## config.mk

```make
export PLATFORM = sky130hd
export DESIGN_NAME = picoctrl_prog_ram
export DESIGN_NICKNAME = d
export VERILOG_FILES = /design/src/rtl/picoctrl_prog_ram_pkg.sv /design/src/rtl/picoctrl_prog_bank.sv /design/src/rtl/picoctrl_prog_ram.sv
export SDC_FILE = /design/constraint.sdc
export NUM_CORES = 1
export LEC_CHECK = 0
export ABC_AREA = 0
export BUFFER_PORTS_ARGS = -buffer_cell sky130_fd_sc_hd__buf_2
export CAP_MARGIN = 5
export CORE_AREA = 8 8 380 382
export CTS_CLUSTER_DIAMETER = 150
export CTS_CLUSTER_SIZE = 20
export DETAILED_ROUTE_END_ITERATION = 10
export DIE_AREA = 0 0 388 390
export PLACE_DENSITY_LB_ADDON = 0.15
export SETUP_SLACK_MARGIN = 0.02
export SKIP_LAST_GASP = 1
export SLEW_MARGIN = 20
export SYNTH_ARGS = -nofsm -noshare
export SYNTH_HDL_FRONTEND = slang
export SYNTH_SLANG_ARGS = --single-unit
```

## constraint.sdc

```tcl
create_clock -name clk -period 3 [get_ports clk]
set_input_delay 0.15 -clock clk [delete_from_list [all_inputs] [get_ports clk]]
set_output_delay 0.15 -clock clk [all_outputs]
set_load 0.05 [all_outputs]
```

## src/rtl/picoctrl_prog_ram_pkg.sv

```systemverilog
// ---------------------------------------------------------------------------
// picoctrl_prog_ram_pkg
//   Shared definitions for the PicoCtrl reloadable program store:
//   instruction field widths, the NOP instruction used as filler and idle
//   fetch value, and the encoding of the background loader state machine.
// ---------------------------------------------------------------------------
package picoctrl_prog_ram_pkg;

    // Instruction fields: 4-bit opcode followed by a 12-bit operand.
    localparam int OPC_W = 4;
    localparam int OPR_W = 12;

    localparam logic [OPC_W-1:0] OPC_NOP      = 4'hE;
    localparam logic [15:0]      DEF_NOP_WORD = {OPC_NOP, 12'h000};

    // Loader state machine encoding.
    typedef enum logic [1:0] {
        LD_IDLE = 2'd0,
        LD_LOAD = 2'd1,
        LD_FILL = 2'd2
    } ld_state_e;

endpackage

```

## src/rtl/picoctrl_prog_bank.sv

```systemverilog
// ---------------------------------------------------------------------------
// picoctrl_prog_bank
//   One DEPTH x DATA_W program bank: synchronous write port, asynchronous
//   read port. The read result is registered by the parent, which gives the
//   sequencer a single-cycle registered fetch.
//   Ports:
//     clk    - system clock
//     we     - write enable
//     waddr  - write address
//     wdata  - write data
//     raddr  - read address
//     rdata  - read data at raddr
// ---------------------------------------------------------------------------
module picoctrl_prog_bank
    import picoctrl_prog_ram_pkg::*;
#(
    parameter int ADDR_W = 5,
    parameter int DATA_W = 16
) (
    input  logic              clk,
    input  logic              we,
    input  logic [ADDR_W-1:0] waddr,
    input  logic [DATA_W-1:0] wdata,
    input  logic [ADDR_W-1:0] raddr,
    output logic [DATA_W-1:0] rdata
);

    localparam int DEPTH = 2 ** ADDR_W;

    logic [DATA_W-1:0] mem_r [DEPTH];

    // Storage write; contents are deliberately not reset.
    always_ff @(posedge clk) begin
        if (we) begin
            mem_r[waddr] <= wdata;
        end
    end

    assign rdata = mem_r[raddr];

endmodule

```

## src/rtl/picoctrl_prog_ram.sv

```systemverilog
// ---------------------------------------------------------------------------
// picoctrl_prog_ram
//   Double-banked, reloadable program store for the PicoCtrl sequencer.
//   The active bank feeds a registered fetch port; a byte-wide valid/ready
//   loader fills the shadow bank in the background, and a swap request makes
//   the shadow bank active at a clean cycle boundary.
//   Ports:
//     clk, reset             - clock, synchronous active-high reset
//     fetch_addr/fetch_data  - sequencer fetch (1-cycle registered latency)
//     prog_valid             - a bank has been swapped in since reset
//     active_bank            - bank feeding fetch_data
//     ld_start/ld_end        - begin load at word 0 / end program, NOP-fill
//     ld_valid/ld_ready/ld_byte - byte stream, MSB byte of each word first
//     ld_done/ld_error       - pulses: shadow complete / protocol violation
//     ld_count               - words written by the current/last load
//     swap_req/swap_ack      - swap request / pulse when swap performed
// ---------------------------------------------------------------------------
module picoctrl_prog_ram
    import picoctrl_prog_ram_pkg::*;
#(
    parameter int                ADDR_W   = 5,
    parameter int                DATA_W   = 16,
    parameter logic [DATA_W-1:0] NOP_WORD = DATA_W'(DEF_NOP_WORD)
) (
    input  logic              clk,
    input  logic              reset,
    input  logic [ADDR_W-1:0] fetch_addr,
    output logic [DATA_W-1:0] fetch_data,
    output logic              prog_valid,
    output logic              active_bank,
    input  logic              ld_start,
    input  logic              ld_valid,
    input  logic [7:0]        ld_byte,
    output logic              ld_ready,
    input  logic              ld_end,
    output logic              ld_done,
    output logic [ADDR_W:0]   ld_count,
    output logic              ld_error,
    input  logic              swap_req,
    output logic              swap_ack
);

    localparam int BPW    = DATA_W / 8;
    localparam int BIDX_W = (BPW > 1) ? $clog2(BPW) : 1;

    localparam logic [ADDR_W-1:0] LAST_ADDR = ADDR_W'(2 ** ADDR_W - 1);
    localparam logic [BIDX_W-1:0] LAST_BYTE = BIDX_W'(BPW - 1);

    ld_state_e          state_r, state_s;
    logic [ADDR_W-1:0]  waddr_r, waddr_s;
    logic [BIDX_W-1:0]  byte_idx_r, byte_idx_s;
    logic [DATA_W-1:0]  asm_r, asm_s;
    logic [ADDR_W:0]    count_r, count_s;
    logic               shadow_full_r, shadow_full_s;
    logic               active_bank_r, active_bank_s;
    logic               prog_valid_r, prog_valid_s;
    logic               ld_ready_r, ld_done_r, ld_error_r, swap_ack_r;
    logic               ld_done_s, ld_error_s, swap_ack_s;
    logic [DATA_W-1:0]  fetch_data_r;
    logic               we_s;
    logic [DATA_W-1:0]  wdata_s, next_word_s;
    logic [DATA_W-1:0]  rdata0_s, rdata1_s;

    assign next_word_s = (asm_r << 4'd8) | DATA_W'(ld_byte);

    // Loader FSM, word assembler and swap control: next-state logic.
    always_comb begin
        state_s       = state_r;
        waddr_s       = waddr_r;
        byte_idx_s    = byte_idx_r;
        asm_s         = asm_r;
        count_s       = count_r;
        shadow_full_s = shadow_full_r;
        active_bank_s = active_bank_r;
        prog_valid_s  = prog_valid_r;
        ld_done_s     = 1'b0;
        ld_error_s    = 1'b0;
        swap_ack_s    = 1'b0;
        we_s          = 1'b0;
        wdata_s       = NOP_WORD;

        if (ld_start) begin
            // Start always wins: a concurrent byte is dropped and a load in
            // progress restarts from word 0.
            state_s       = LD_LOAD;
            waddr_s       = '0;
            byte_idx_s    = '0;
            count_s       = '0;
            shadow_full_s = 1'b0;
            ld_error_s    = (state_r != LD_IDLE);
        end else begin
            case (state_r)
                LD_IDLE: begin
                    if (swap_req && shadow_full_r) begin
                        active_bank_s = ~active_bank_r;
                        prog_valid_s  = 1'b1;
                        shadow_full_s = 1'b0;
                        swap_ack_s    = 1'b1;
                    end else begin
                        state_s = LD_IDLE;
                    end
                end
                LD_LOAD: begin
                    if (ld_valid && ld_ready_r) begin
                        asm_s = next_word_s;
                        if (byte_idx_r == LAST_BYTE) begin
                            we_s       = 1'b1;
                            wdata_s    = next_word_s;
                            byte_idx_s = '0;
                            count_s    = count_r + (ADDR_W + 1)'(1);
                            if (waddr_r == LAST_ADDR) begin
                                shadow_full_s = 1'b1;
                                ld_done_s     = 1'b1;
                                state_s       = LD_IDLE;
                            end else begin
                                waddr_s = waddr_r + ADDR_W'(1);
                            end
                        end else begin
                            byte_idx_s = byte_idx_r + BIDX_W'(1);
                        end
                    end else begin
                        asm_s = asm_r;
                    end
                    // A final byte that completes the bank takes precedence
                    // over ld_end (state has already returned to IDLE).
                    if (ld_end && (state_s == LD_LOAD)) begin
                        state_s    = LD_FILL;
                        ld_error_s = (byte_idx_s != '0);
                        byte_idx_s = '0;
                    end else begin
                        ld_error_s = 1'b0;
                    end
                end
                LD_FILL: begin
                    we_s    = 1'b1;
                    wdata_s = NOP_WORD;
                    if (waddr_r == LAST_ADDR) begin
                        shadow_full_s = 1'b1;
                        ld_done_s     = 1'b1;
                        state_s       = LD_IDLE;
                    end else begin
                        waddr_s = waddr_r + ADDR_W'(1);
                    end
                end
                default: begin
                    state_s = LD_IDLE;
                end
            endcase
        end
    end

    // State, status and registered output update.
    always_ff @(posedge clk) begin
        if (reset) begin
            state_r       <= LD_IDLE;
            waddr_r       <= '0;
            byte_idx_r    <= '0;
            asm_r         <= '0;
            count_r       <= '0;
            shadow_full_r <= 1'b0;
            active_bank_r <= 1'b0;
            prog_valid_r  <= 1'b0;
            ld_ready_r    <= 1'b0;
            ld_done_r     <= 1'b0;
            ld_error_r    <= 1'b0;
            swap_ack_r    <= 1'b0;
            fetch_data_r  <= NOP_WORD;
        end else begin
            state_r       <= state_s;
            waddr_r       <= waddr_s;
            byte_idx_r    <= byte_idx_s;
            asm_r         <= asm_s;
            count_r       <= count_s;
            shadow_full_r <= shadow_full_s;
            active_bank_r <= active_bank_s;
            prog_valid_r  <= prog_valid_s;
            ld_ready_r    <= (state_s == LD_LOAD);
            ld_done_r     <= ld_done_s;
            ld_error_r    <= ld_error_s;
            swap_ack_r    <= swap_ack_s;
            // Uses the pre-swap bank select, so the swap cycle still
            // returns an instruction from the old bank.
            fetch_data_r  <= prog_valid_r ? (active_bank_r ? rdata1_s : rdata0_s)
                                          : NOP_WORD;
        end
    end

    // Only the shadow bank (the one not selected by active_bank) is written.
    picoctrl_prog_bank #(.ADDR_W(ADDR_W), .DATA_W(DATA_W)) u_bank0 (
        .clk   (clk),
        .we    (we_s && active_bank_r),
        .waddr (waddr_r),
        .wdata (wdata_s),
        .raddr (fetch_addr),
        .rdata (rdata0_s)
    );

    picoctrl_prog_bank #(.ADDR_W(ADDR_W), .DATA_W(DATA_W)) u_bank1 (
        .clk   (clk),
        .we    (we_s && !active_bank_r),
        .waddr (waddr_r),
        .wdata (wdata_s),
        .raddr (fetch_addr),
        .rdata (rdata1_s)
    );

    assign fetch_data  = fetch_data_r;
    assign prog_valid  = prog_valid_r;
    assign active_bank = active_bank_r;
    assign ld_ready    = ld_ready_r;
    assign ld_done     = ld_done_r;
    assign ld_count    = count_r;
    assign ld_error    = ld_error_r;
    assign swap_ack    = swap_ack_r;

endmodule
```

### After elaboration in Yosys (flattened, before gate mapping)

Memory sizes are Yosys's and may differ from the RTL's.
Index checks and enable logic that the tools add are counted.
Widths: inputs -> output; s select.

* bits of input ports: 19
* register bits: 45
* logic and storage cells: 91
* output and inout bits: 28
* memories: 2
* memory bits (writable): 1024

* add/sub/neg operators: 3
* reduce and logical (&&, ||, !) cells: 18
* mux-type cells: 42
* equality and inequality tests: 8
* bitwise operators: 5

Memory list
* u_bank0.mem_r: words 32, width 16, read ports 1, clocked after Yosys merged registers in 0, write ports 1, RTL line picoctrl_prog_bank.sv:30 `logic [DATA_W-1:0] mem_r [DEPTH];`
* u_bank1.mem_r: words 32, width 16, read ports 1, clocked after Yosys merged registers in 0, write ports 1, RTL line picoctrl_prog_bank.sv:30

Operator list (count)
* $mux 16: 5
* $mux 1: 21
* $mux 2: 8
* $or 16x8->16: 1
* $mux 5: 3
* $reduce_and 3->1: 4
* $pmux 5 s2: 1
* $add 6x1->6 const B: 1
* $eq 2x1->1 const B: 3
* $ne 2x2->1 const B: 3
* $pmux 2 s3: 1
* $add 5x1->5 const B: 1
* $eq 5x5->1 const B: 1
* $logic_and 1x1->1: 5
* $not 1->1: 4
* $pmux 1 s2: 2
* $reduce_and 4->1: 1
* $reduce_bool 2->1: 2
* $reduce_or 2->1: 2
* $pmux 1 s3: 1
* $reduce_bool 3->1: 1
* $reduce_or 3->1: 1
* $eq 2x2->1 const B: 1
* $logic_not 2->1: 1
* 2 further kinds: 2

### Depth between registers and ports, before layout

Gate-level depths: netlist of run 1.

* depth in word-level cells: 12
* gate-level depth with buffers: 9

### Hierarchy

Synthesis of run 1 repeated with hierarchy kept, for this count alone.

* cells, all modules: 2475
* area, all modules: 42483.2 sq um

Modules (own cells, without submodules)
* picoctrl_prog_bank at u_bank1: times used 1, area an instance 20215.6 sq um, sequential area each 15374.7 sq um, cells an instance 1127
* picoctrl_prog_bank at u_bank0: times used 1, area an instance 20214.4 sq um, sequential area each 15374.7 sq um, cells an instance 1127
* picoctrl_prog_ram: times used 1, area an instance 2053.2 sq um, sequential area each 900.9 sq um, cells an instance 221

### Worst setup path after synthesis of run 1

Ideal clock, no wire load.

* path type: register to register
* start point: reg ld_ready_r, in the netlist ld_ready
* end point: mem u_bank1.mem_r[24][0] (enable)
* clock period less this slack: 3100 ps
* arrival time: 2711 ps
* path slack: -100 ps
* cell stages (with the launch flop): 9
* buffers on the path: 1
* data required time: 2611 ps
* cell sequence: dfxtp_1 -> and2_1 -> ha_1 -> and2_1 -> clkbuf_1 -> nor2_1 -> nor4b_2 -> nand2_1 -> nor2_1

* word-level cells in the longest chain between the ends: 7

Ends and longest elaborated chain
* start: declaration: RTL line picoctrl_prog_ram.sv:57 `logic ld_ready_r, ld_done_r, ld_error_r, swap_ack_r;`
* start signal: assignment: RTL line picoctrl_prog_ram.sv:177 `ld_ready_r <= (state_s == LD_LOAD);`
* $logic_and 1x1->1: RTL line picoctrl_prog_ram.sv:104 `if (ld_valid && ld_ready_r) begin`
* $mux 1: RTL line picoctrl_prog_ram.sv:104
* $pmux 1 s2: RTL line picoctrl_prog_ram.sv:92 `case (state_r)`
* $mux 1: RTL line picoctrl_prog_ram.sv:82 `if (ld_start) begin`
* $logic_and 1x1->1: RTL line picoctrl_prog_ram.sv:200 `.we (we_s && !active_bank_r),`
* $mux 1: RTL line picoctrl_prog_bank.sv:34 `if (we) begin`
* $mux 1 (not written as such): RTL line picoctrl_prog_bank.sv:35 `mem_r[waddr] <= wdata;`
* end: declaration: RTL line picoctrl_prog_bank.sv:30

Every way passes these cells.

### Worst setup path in the final report of run 1

* start point: reg state_r[1]
* end point: mem u_bank1.mem_r[5][13] (enable)

* word-level cells in the longest chain between the ends: 6

Ends and longest elaborated chain
* start: declaration: RTL line picoctrl_prog_ram.sv:49 `ld_state_e state_r, state_s;`
* start signal: assignment: RTL line picoctrl_prog_ram.sv:169 `state_r <= state_s;`
* $eq 2x2->1 or $eq 2x1->1 (tied branches): RTL line picoctrl_prog_ram.sv:92
* $pmux 1 s2 (*): RTL line picoctrl_prog_ram.sv:92
* $mux 1 (*): RTL line picoctrl_prog_ram.sv:82
* $logic_and 1x1->1 (*): RTL line picoctrl_prog_ram.sv:200
* $mux 1 (*): RTL line picoctrl_prog_bank.sv:34
* $mux 1 (not written as such) (*): RTL line picoctrl_prog_bank.sv:35

Every way passes the cells marked *; elsewhere a longest branch is shown, timed or not.

==> impl_metrics.csv, run 1 <==
group,metric,value,unit
placement,dp_slack,0.0230,ns
clocking,clkTransAtPathRegs,0.09,ns
synthesis,syn_inst,1901,
placement,portBuffers,46,
placement,gp_congestion,0.845,
clocking,htreeDepth,2,
synthesis,syn_area,41100,um^2
critical_path,reg2reg_from,"state_r[1]",
sta,relSlewSlack,0.364,
sta,setup_viol,0,
critical_path,path_cells,"inv_1 -> ha_1 -> and2_1 -> nor2_1 -> nor4b_4 -> nand2_2 -> nor2_2 -> buf_4",
power,combPwrFrac,0.031,
hold_path,hold_path_end,"fetch_data[15]",
synthesis,syn_nets,1931,
sta,final_hold_viol_count,0,
critical_path,cp.arrival,3.09,ns
route,wl_per_cell,27.5,um
hold_path,min-delay-path-class,"primary input to flip-flop",
synthesis,ys.warnings.count,0,
global_route,grt_pass1_wl,156,mm
synthesis,syn_area_per_cell,21.6,um^2
sta,worst_pin_slew,0.952,ns
power,power.internal,20.2,mW
floorplanning,die-area,151000,um^2
sta,max_freq,367,MHz
sta,slew_viol_final,0,
sta,worst_slack,0.273,ns
route,via_per_inst,4.88,
clocking,cts_buffer_depth,3,
power,seq_power_share,0.631,
floorplanning,initial_utilization,0.297,
global_route,gr-total-overflow,0,
clocking,clk_latency,0.71,ns
finish,layout_common_cells,"1024 x edfxtp_1, 256 x mux4_2, 118 x mux2i_1",
floorplanning,chipHeight,390,um
power,leakage,15.9,nW
clocking,clock_sinks,1069,
power,vdd_drop_max,0.468,mV
finish,final_core_util,0.342,
finish,final_common_cell,"edfxtp_1",
sta,final.period_utilization,0.909,
global_route,grt_pass1_vias,20400,
critical_path,path_buf_inv,2,
clocking,cts_buffers,59,
critical_path,worstReg2RegEnd,"u_bank1.mem_r[5][13]",
floorplanning,num_rows,137,
critical_path,crit_fanout,16,
placement,place_hpwl,69.8,mm
finish,drive_gt1_frac,0.291,
finish,layout.nets,2138,
power,p_sw,5.29,mW
floorplanning,ios,47,
sta,rsz0062_at_grt,"no",
clocking,cts_tree,"yes",
clocking,clockRootBuffer,"clkbuf_16",
route,first_pass_iters,5,
route,ant_nets,0,
finish,stdcell_count,3968,
sta,hold_slack,0.130,ns
critical_path,crit_slowest_cell,"nor4b_4",
critical_path,cp-start-kind,"flip-flop",
hold_path,hp-start,"fetch_addr[4]",
power,powerDensity,537,nW/um^2
global_route,grtUsageTotal,0.142,
sta,tns,0,ns
critical_path,crit_family,"simple AND/OR/NAND/NOR gates",
hold_path,hold_depth,4,
route,via_count,19400,
critical_path,cp-end-kind,"flip-flop",
placement,dp.cells,3831,
route,drc_errors,0,
synthesis,synth_cell_types,37,
critical_path,rr_worst_depth,8,
route,drt_iter0_markers,1519,
critical_path,critPathMaxStageDelay,0.47,ns
synthesis,ys_seq_elements,1069,
outcome,outcome,"finished, final reports clean",
sta,period_minus_slack,2.73,ns
power,switching_share,0.208,
finish,synthToLayoutAreaGrowth,15.2,%
global_route,grt_start_max_net_pins,65,
clocking,postCtsSetupBuffers,0,
critical_path,cp.required,3.36,ns
power,clkPwrFrac,0.338,
critical_path,worst-setup-path-type,"flip-flop to flip-flop",
floorplanning,die_w,388,um
critical_path,regToRegSetupSlack,0.27,ns
finish,nFillCells,13000,
sta,skew,0.0491,ns
job,maxCapViolations,0,
global_route,antenna_found_initial,0,
route,drt-total-wl,109,mm
floorplanning,fp.coreArea,139000,um^2
synthesis,ys_seq_area_frac,0.770,
## power groups by stage
stage / clock network, mW / registers (mW) / logic [mW]
floorplan: 0 / 16.4 / 0.478
global placement: 0 / 16.4 / 0.786
detailed placement: 0 / 16.4 / 0.783
CTS: 8.96 / 16.1 / 0.801
global route: 9.42 / 16.1 / 0.830
finish: 8.61 / 16.1 / 0.782
## worst max path at each step
stage                                 endpoint  slack, ns        from  cells past startpoint
after CTS                 u_bank1.mem_r[29][0]       0.02  state_r[1]                      8
after floorplan           u_bank1.mem_r[24][0]       -0.1    ld_ready                      8
after detailed placement   u_bank1.mem_r[5][7]       0.02  state_r[1]                      8
after global placement     u_bank1.mem_r[8][4]       0.09  state_r[1]                      8
after global routing      u_bank1.mem_r[5][13]       0.11  state_r[1]                      8
final                     u_bank1.mem_r[5][13]       0.27  state_r[1]                      8
## repair_timing
item,in CTS,in global routing
endpoints found under the hold margin,16,0
pin swaps,0,0
hold buffers,23,0
gates resized for setup,0,5
setup endpoints to repair,3,507
## worst reg2reg max path, stage by stage (launching register included)
cell     delay, ns
dfxtp_1       0.35
inv_1         0.12
ha_1          0.34
and2_1        0.20
nor2_1        0.08
nor4b_4       0.47
nand2_2       0.35
nor2_2        0.19
buf_4         0.30
## sequential cells by signal, indices dropped and copies added, names as in the netlist, 2 cells and up
name and flops:
u_bank0.mem_r 512, u_bank1.mem_r 512, fetch_data 16, asm_r 8
ld_count 6, waddr_r 5, state_r 2
## metal layers
metal | GRT usage | up-vias | wire [um]
met5 | 0 | - | 0
met4 | 0.0290 | 0 | 2130
met3 | 0.0232 | 107 | 4590
met2 | 0.225 | 378 | 50500
met1 | 0.207 | 10600 | 52000
li1 | - | 8273 | -
## stage by stage
step / power, mW / instance area, um^2
4_1_cts: 25.8 / 47400
3_3_place_gp: 17.2 / 45400
3_5_place_dp: 17.2 / 45400
5_1_grt: 26.3 / 47400
2_1_floorplan: 16.9 / 41100
6_report: 25.5 / 47400
## cells in the mapped netlist (all sizes together)
master  instances  share of area
nand2          66         0.0060
a21oi          15         0.0018
nand2b          9         0.0014
inv             5        0.00046
and2           18         0.0027
dfxtp          45          0.022
xnor2           2        0.00043
o21ai           1        0.00012
and3            1        0.00015
buf            68         0.0099
a311o           1        0.00024
nor2           86         0.0078
nand4           6        0.00091
nand3          23         0.0028
a31o            1        0.00021
a31oi           1        0.00015
a211o           1        0.00021
clkbuf         32         0.0029
or3             2        0.00030
or2             4        0.00061
xor2            6         0.0013
edfxtp       1024           0.75
mux4          256           0.14
nor4b           1        0.00036
ha             11         0.0033
or3b            2        0.00043
mux2i         118          0.029
and4bb          1        0.00030
nor2b          10         0.0015
nor3            1        0.00012
a22oi          67          0.012
o22ai          13         0.0020
a211oi          1        0.00018
nand3b          3        0.00055
## cell type report
| type | count | area, um^2 | area share |
|---|---|---|---|
| tap | 1807 | 2260 | 0.0477 |
| clock inverter | 4 | 68.8 | 0.00145 |
| antenna | 2 | 5.00 | 0.000106 |
| inverter | 5 | 18.8 | 0.000396 |
| multi-input combinational | 727 | 9120 | 0.192 |
| clock buffer | 108 | 1660 | 0.0350 |
| sequential | 1069 | 31700 | 0.668 |
| timing repair buffer | 246 | 2590 | 0.0548 |
## cells by family (layout without fill, tap and decap cells)
group | Yosys count | after routing | synth area share
AOI/OAI and AO/OA | 101 | 101 | 0.0172
xor gates and xnor gates | 8 | 8 | 0.00170
adders and majority gates | 11 | 11 | 0.00335
buffers and inverters | 105 | 363 | 0.0133
DFF | 1069 | 1069 | 0.770
muxes | 374 | 374 | 0.169
other | 0 | 2 | 0
and+or+nand+nor | 233 | 233 | 0.0260
Note: power is estimated with default switching activity, not from simulation.
==> run 2, diff against run 1 <==
--- a/config.mk
+++ b/config.mk
@@ -5,15 +5,16 @@
 export SDC_FILE = /design/constraint.sdc
 export NUM_CORES = 1
 export LEC_CHECK = 0
-export ABC_AREA = 0
+export ABC_AREA = 1
 export BUFFER_PORTS_ARGS = -buffer_cell sky130_fd_sc_hd__buf_2
 export CAP_MARGIN = 5
-export CORE_AREA = 8 8 380 382
+export CORE_AREA = 8 8 391 393
 export CTS_CLUSTER_DIAMETER = 150
 export CTS_CLUSTER_SIZE = 20
 export DETAILED_ROUTE_END_ITERATION = 10
-export DIE_AREA = 0 0 388 390
+export DIE_AREA = 0 0 399 401
 export PLACE_DENSITY_LB_ADDON = 0.15
+export RECOVER_POWER = 100
 export SETUP_SLACK_MARGIN = 0.02
 export SKIP_LAST_GASP = 1
 export SLEW_MARGIN = 20
==> impl_metrics.csv, run 2 <==
group,metric,value,unit
outcome,outcome,"finished, final reports clean",
global_route,grtUsageTotal,0.154,
synthesis,syn_area,43600,um^2
synthesis,ys_seq_elements,1069,
finish,synthToLayoutAreaGrowth,10.6,%
placement,post_dp_cell_area,46700,um^2
route,ant_nets,0,
hold_path,min-delay-path-class,"primary input to flip-flop",
clocking,clock_sinks,1069,
synthesis,synthFlopType,"edfxtp_1",
critical_path,cp-end-kind,"flip-flop",
hold_path,hp-start,"ld_valid",
critical_path,cp-start-kind,"flip-flop",
floorplanning,initial_utilization,0.297,
global_route,grt_pass1_wl,187,mm
power,powerDensity,543,nW/um^2
sta,period_minus_slack,2.71,ns
floorplanning,num_rows,141,
finish,drive_gt1_frac,0.0663,
critical_path,crit_fanout,32,
critical_path,critPathMaxStageDelay,0.73,ns
global_route,use_met3,0.0141,
synthesis,yosysMostFrequentCell,"nand2_1",
synthesis,syn_inst,3752,
sta,max_freq,369,MHz
critical_path,crit_start,"state_r[1]",
critical_path,path_buf_inv,3,
floorplanning,die-area,160000,um^2
route,wl_per_cell,22.0,um
synthesis,ys_seq_area_frac,0.726,
critical_path,cpMostUsedCell,"nand2_1",
sta,relSlewSlack,0.161,
route,drc_errors,0,
floorplanning,chipHeight,401,um
global_route,grt_use_met1,0.223,
synthesis,synth_cell_types,27,
synthesis,ys.warnings.count,0,
finish,layout_common_cells,"1340 x nand2_1, 1024 x edfxtp_1, 871 x nand3_1",
synthesis,syn_nets,3782,
critical_path,crit_family,"buffers and inverters",
placement,place_hpwl,72.5,mm
global_route,antenna_found_initial,8,
route,via_count,27400,
sta,skew,0.0369,ns
sta,slew_viol_final,0,
synthesis,synth_area_leaders,"edfxtp_1 71%, nand2_1 12%, nand3_1 10%",
global_route,gr-total-overflow,0,
clocking,htreeDepth,2,
critical_path,crit_slowest_cell,"clkbuf_1",
sta,tns,0,ns
global_route,grt_pass1_vias,26300,
floorplanning,fp.coreArea,147000,um^2
clocking,clk_latency,0.70,ns
clocking,clockRootBuffer,"clkbuf_16",
critical_path,reg2reg_from,"state_r[1]",
job,maxCapViolations,0,
sta,rsz0062_at_grt,"no",
power,leakage,17.8,nW
finish,layout.nets,3841,
clocking,clkTransAtPathRegs,0.08,ns
finish,final_cell_area,48200,um^2
finish,final_common_cell,"nand2_1",
route,drt_iter0_markers,1967,
clocking,cts_tree,"yes",
power,totalPowerFinal,26.2,mW
synthesis,ys_async_sr_fraction,0,
clocking,ctsResizeCount,0,
finish,stdcell_count,5794,
critical_path,cp.required,3.32,ns
global_route,grt_start_max_net_pins,125,
finish,final_core_util,0.328,
sta,setup_viol,0,
critical_path,cp.arrival,3.03,ns
synthesis,yosysTopAreaCellShare,0.705,
synthesis,synth_top_cell_by_area,"edfxtp_1",
global_route,top_usage_layer,"met2",
clocking,cts_buffers,59,
sta,final.period_utilization,0.904,
clocking,cts_buffer_depth,3,
floorplanning,die_w,399,um
placement,gp_congestion,0.791,
route,drt-total-wl,127,mm
sta,worst_pin_slew,1.26,ns
sta,final_hold_viol_count,0,
floorplanning,ios,47,
placement,dp.cells,5658,
global_route,met2_usage,0.252,
critical_path,worst-setup-path-type,"flip-flop to flip-flop",
route,first_pass_iters,5,
synthesis,syn_area_per_cell,11.6,um^2
power,vdd_drop_max,0.416,mV
placement,portBuffers,46,
synthesis,synth_edf_count,1024,
critical_path,path_cells,"inv_1 -> ha_1 -> nand2_1 -> nand2_1 -> nand4_1 -> buf_4 -> nor2_1 -> clkbuf_1",
route,via_per_inst,4.73,
synthesis,synthTopCellsByCount,"1340 x nand2_1, 1024 x edfxtp_1, 871 x nand3_1",
[run 2: path summary, 6_finish.rpt]
kind                               end  slack [ns]  cells past startpoint
hold reg to reg            ld_count[4]        0.52                      2
setup / recovery  u_bank1.mem_r[29][6]        0.29                      8
setup reg to reg  u_bank1.mem_r[29][6]        0.29                      8
hold / removal                 ld_done        0.06                      5
[run 2: logic make-up after synthesis]
| kind of cell | after synthesis | synth area share |
|---|---|---|
| flops | 1069 | 0.726 |
| simple gates | 2331 | 0.227 |
| buf+inv | 282 | 0.0373 |
| compound gates | 59 | 0.00695 |
| fa+ha+maj | 11 | 0.00316 |
[run 2: cell type report]
class                   count  area [um^2]
fillers                 14900        98600
inverters                  45          208
well taps                1930         2410
diodes                      4         10.0
clock buffers             109         1710
clock inverters             1         16.3
flip-flops and latches   1069        31700
repair buffers            235         1770
multi-input cells        2401        10400
[run 2: worst min-delay path: cells and delay by family]
| family | cells | cell delay, ns |
|---|---|---|
| buffers and inverters | 1 | 0.09 |
| AND/OR/NAND/NOR | 3 | 0.30 |
| AO/OA/AOI/OAI | 1 | 0.15 |
[run 2: per-stage QoR]
step | setup slack (ns) | hold slack (ns)
2_1_floorplan | -0.370 | 0.299
3_3_place_gp | 0.450 | 0.437
3_5_place_dp | 0.483 | 0.443
4_1_cts | 0.445 | 0.00464
5_1_grt | 0.145 | 0.0554
6_report | 0.288 | 0.0584
[run 2: power breakdown]
part           leakage [nW]  internal, mW  total [mW]  switching [mW]
combinational          5.40         0.379        1.38           0.998
sequential             11.6          16.1        16.1         0.00448
clock                 0.815          3.85        8.73            4.88
[run 2: repair_timing]
item / CTS / global route
hold endpoints to repair: 32 / 0
setup buffers: 0 / 0
hold buffers: 22 / 0
[run 2: layer usage]
metal | part of all wire | wire length (um)
met2 | 0.47 | 60100
met5 | 0 | 0
met3 | 0.038 | 4790
met4 | 0.021 | 2700
met1 | 0.47 | 59700
